### src/rtl/ps_switch_ctrl.sv
// ps_switch_ctrl: applies privilege / compressed-ISA / satp updates after the pipeline drains,
// with an optional TLB flush and a settle window. Define PS_FLUSH_FILTER_EN to flush only on satp mode/ASID change.
//
// state  | meaning
// IDLE   | ready for a request, fetch running
// DRAIN  | request held, waiting for the pipeline to empty
// FLUSH  | TLB flush requested for the new ASID, waiting for done
// COMMIT | output registers load the held request
// SETTLE | stall held while new state propagates to fetch/translate
module ps_switch_ctrl #(
  parameter int unsigned SETTLE_CYCLES = 2
) (
  input  logic        i_clk,
  input  logic        i_rst,
  input  logic        i_req_valid,
  output logic        o_req_ready,
  input  logic [1:0]  i_req_priv,
  input  logic        i_req_isa_c,
  input  logic [31:0] i_req_satp,
  input  logic        i_req_satp_wr,
  input  logic        i_pipe_empty,
  output logic        o_tlb_flush_req,
  output logic [8:0]  o_tlb_flush_asid,
  input  logic        i_tlb_flush_done,
  output logic        o_stall_fetch,
  output logic        o_commit,
  output logic [1:0]  o_priv,
  output logic        o_isa_c,
  output logic [31:0] o_satp
);

  typedef logic [31:0] reg_data_t;
  typedef enum logic [2:0] {IDLE, DRAIN, FLUSH, COMMIT, SETTLE} state_t;

  localparam logic [3:0] SETTLE_INIT = 4'(SETTLE_CYCLES);

  state_t     state, state_nxt;
  logic [3:0] cnt, cnt_nxt;
  logic [1:0] hold_priv;
  logic       hold_isa_c;
  reg_data_t  hold_satp;
  logic       hold_satp_wr;
  logic       accept;
  logic       flush_needed;

  assign o_req_ready = (state == IDLE) && !i_rst;
  assign accept      = i_req_valid && o_req_ready;

`ifdef PS_FLUSH_FILTER_EN
  // Compared against the pre-commit satp: only a mode or ASID change invalidates translations.
  assign flush_needed = hold_satp_wr &&
                        ((hold_satp[31] != o_satp[31]) || (hold_satp[30:22] != o_satp[30:22]));
`else
  assign flush_needed = hold_satp_wr;
`endif

  always_comb begin
    state_nxt = state;
    cnt_nxt   = cnt;
    case (state)
      IDLE:   if (accept) state_nxt = DRAIN;
      DRAIN:  if (i_pipe_empty) state_nxt = flush_needed ? FLUSH : COMMIT;
      FLUSH:  if (i_tlb_flush_done) state_nxt = COMMIT;
      COMMIT: begin
        if (SETTLE_CYCLES == 0) begin
          state_nxt = IDLE;
        end else begin
          state_nxt = SETTLE;
          cnt_nxt   = SETTLE_INIT;
        end
      end
      SETTLE: begin
        if (cnt <= 4'd1) begin
          state_nxt = IDLE;
          cnt_nxt   = '0;
        end else begin
          cnt_nxt = cnt - 4'd1;
        end
      end
      default: state_nxt = IDLE;
    endcase
  end

  always_ff @(posedge i_clk) begin
    if (i_rst) begin
      state        <= IDLE;
      cnt          <= '0;
      hold_priv    <= '0;
      hold_isa_c   <= 1'b0;
      hold_satp    <= '0;
      hold_satp_wr <= 1'b0;
      o_priv       <= 2'b11;
      o_isa_c      <= 1'b1;
      o_satp       <= '0;
    end else begin
      state <= state_nxt;
      cnt   <= cnt_nxt;
      if (accept) begin
        hold_priv    <= i_req_priv;
        hold_isa_c   <= i_req_isa_c;
        hold_satp    <= i_req_satp;
        hold_satp_wr <= i_req_satp_wr;
      end
      if (state == COMMIT) begin
        o_priv  <= hold_priv;
        o_isa_c <= hold_isa_c;
        if (hold_satp_wr) o_satp <= hold_satp;
      end
    end
  end

  assign o_stall_fetch    = (state != IDLE);
  assign o_commit         = (state == COMMIT);
  assign o_tlb_flush_req  = (state == FLUSH);
  assign o_tlb_flush_asid = (state == FLUSH) ? hold_satp[30:22] : 9'd0;

endmodule
### config.mk
export PLATFORM = sky130hd
export DESIGN_NAME = ps_switch_ctrl
export DESIGN_NICKNAME = d
export VERILOG_FILES = /design/src/rtl/ps_switch_ctrl.sv
export SDC_FILE = /design/constraint.sdc
export NUM_CORES = 1
export LEC_CHECK = 0
export ABC_AREA = 0
export CAP_MARGIN = 5
export CORE_ASPECT_RATIO = 0.9
export CORE_MARGIN = 2
export CORE_UTILIZATION = 50
export DETAILED_ROUTE_END_ITERATION = 16
export DONT_BUFFER_PORTS = 1
export GPL_ROUTABILITY_DRIVEN = 0
export PLACE_DENSITY = 0.72
export RECOVER_POWER = 25
export SETUP_SLACK_MARGIN = 0.3
export SKIP_CTS_REPAIR_TIMING = 1
export SYNTH_ARGS = -nofsm -noshare
export SYNTH_HDL_FRONTEND = slang
export SYNTH_SLANG_ARGS = --single-unit
### constraint.sdc
create_clock -name i_clk -period 1.7 [get_ports i_clk]
set_input_delay 0.34 -clock i_clk [delete_from_list [all_inputs] [get_ports i_clk]]
set_output_delay 0.34 -clock i_clk [all_outputs]
set_load 0.05 [all_outputs]
==> metrics.yaml <==
grt_pass1_wl_microns: 9980
r2r_setup_slack_ps: 60
antenna_found_initial: 0
dr.pass1.iters: 4
hold_end: "state[2]"
synth_nets: 370
r2r-end: "hold_isa_c"
row_count: 27
ir_worst_vdd_uv: 570
setup_viol: 0
layout_common_cells: "dfxtp_1, nand2_1, nor2b_1"
p_int_mw: 2.77
tritoncts: "yes"
root_buffer: "clkbuf_8"
synthFlopType: "dfxtp_1"
drt_iter0_drc: 63
ant_nets: 0
hold_viol_final: 0
pwr-share-clk_pct: 33.3
fin_skew_ps: 7.90
tightestPinTransition_ps: 544
grt_pass1_vias: 2107
setup_tns_ps: 0
synth_edf_count: 0
syn_area_sq_um: 3240
async_reset_ff_share_pct: 0
ys_ff_latch: 78
critPathCaptureType: "output port"
rr_startpoint: "state[2]"
fp.dieW_microns: 88.8
synthCells: 327
power_frac_comb_pct: 12.7
drive_gt1_share_pct: 27.7
grt_util_all_layers_pct: 18.2
numCtsBuffers: 9
worstRegToRegCells: 6
ios: 89
holdPathStages: 1
max_cap_violations: 0
cp.arrival_ps: 1350
relSlewSlack_pct: 63.7
p_sw_mw: 0.918
cts_max_level: 3
power.leakage_nw: 1.56
yosysUniqueCellTypes: 30
start_util_pct: 52.3
final_area_sq_um: 3840
worstPathRequired_ps: 1360
antenna_cells: 0
whs_ps: 62.2
synth_area_per_cell_sq_um: 9.89
ys_top_cells_by_area: "dfxtp_1, mux2_4, nand2_1"
finalWirelength_microns: 7220
min-delay-start: "i_rst"
final_common_cell: "dfxtp_1"
cts_max_path_buffers: 2
syn2layout_area_growth_pct: 18.6
clock-sinks: 78
grt_max_degree: 82
post-route-period-util_pct: 99.1
seq_power_share_pct: 54.1
vias_per_cell: 5.25
core-area_sq_um: 6180
yosysWarnings: 0
crit_fanout: 9
path_clk_slew_ps: 80
clkLatencyLatePin_ps: 340
place_area_sq_um: 3400
status: "finished, final reports clean"
ys_seq_area_share_pct: 48.3
final-max-slew-violation-count: 0
grt_setup_unrepaired: "yes"
p_per_area_nw_per_um2: 960
crit_type: "flip-flop to output port"
hp-class: "input port to flip-flop"
synth_largest_area_cell: "dfxtp_1"
power.share.switching_pct: 24.9
startpoint: "state[0]"
vias: 2278
synth_top_area_share_pct: 48.3
setup.worst_path.start_class: "flip-flop"
nNetsFinal: 385
fp.dieH_microns: 80.3
grt.overflow.total: 0
dp_hpwl_microns: 4090
period_minus_slack_ps: 1690
max_freq_mhz: 593
routedWlPerCell_microns: 16.6
dieArea_sq_um: 7130
portBuffers: 0
drc: 0
-- final cells by class --
type	instances	area, sq um
Tap cell	87	109
Fill cell	538	2340
Timing Repair Buffer	26	357
Sequential cell	78	1570
Inverter	7	30.0
Clock buffer	11	141
Multi-Input combinational cell	220	1590
Clock inverter	5	35.0
-- sequential cells by signal, summed over array words and instances (netlist names) --
signal and flops:
hold_satp 32, o_satp 32, cnt 4, state 3, hold_priv 2, o_priv 2, flush_needed 1, hold_isa_c 1
o_isa_c 1
-- kinds of logic after synthesis --
group / count (synthesis) / share of synthesized area [%]
flops: 78 / 48.3
simple gates: 135 / 21.9
mux: 39 / 16.9
compound gates: 44 / 7.66
buf+inv: 29 / 4.49
fa+ha+maj: 2 / 0.773
-- power groups by stage --
| stage | logic [mW] | clock network [mW] | registers, mW |
|---|---|---|---|
| after CTS | 0.375 | 1.26 | 2.00 |
| final | 0.466 | 1.23 | 1.99 |
| after global routing | 0.493 | 1.34 | 2.01 |
| after detailed placement | 0.373 | 0 | 2.04 |
| after floorplan | 0.373 | 0 | 2.01 |
| after global placement | 0.363 | 0 | 2.04 |
-- worst max-delay path: stages (launching register included) --
cell and delay, ps:
dfxtp_4 380, nor3b_4 220, buf_6 170, and2_4 240
-- through the flow --
step	utilization [%]	power, mW	setup WS, ps	instances
after floorplan	-	2.39	-243	327
after global placement	55.0	2.40	198	404
after detailed placement	55.0	2.41	124	404
after CTS	57.8	3.64	-179	420
after global routing	62.1	3.84	-47.0	434
final	62.1	3.68	14.9	434
-- synthesized netlist by cell type, drive strengths merged, types with 3 or more instances --
| master | number |
|---|---|
| mux2 | 36 |
| clkbuf | 13 |
| nor2b | 37 |
| inv | 7 |
| and2 | 9 |
| nand2 | 72 |
| mux2i | 3 |
| or3 | 4 |
| buf | 9 |
| nand3b | 4 |
| a21oi | 36 |
| dfxtp | 78 |
-- worst max-delay path by stage --
stage,depth (start not counted),end
finish,3,o_tlb_flush_asid[2]
floorplan,5,hold_priv[0]
global placement,4,hold_satp[5]
detailed placement,4,hold_satp[11]
global route,3,o_tlb_flush_asid[3]
CTS,3,o_commit
-- routing by layer --
| layer | GRT usage, % | vias to the layer above | wire length (microns) |
|---|---|---|---|
| met5 | 0 | - | 0 |
| met4 | 4.09 | 0 | 38 |
| met3 | 9.46 | 4 | 700 |
| met2 | 29.4 | 81 | 3360 |
| met1 | 21.4 | 1076 | 3120 |
| li1 | - | 1117 | - |
Power figures use the tool's default switching activity.
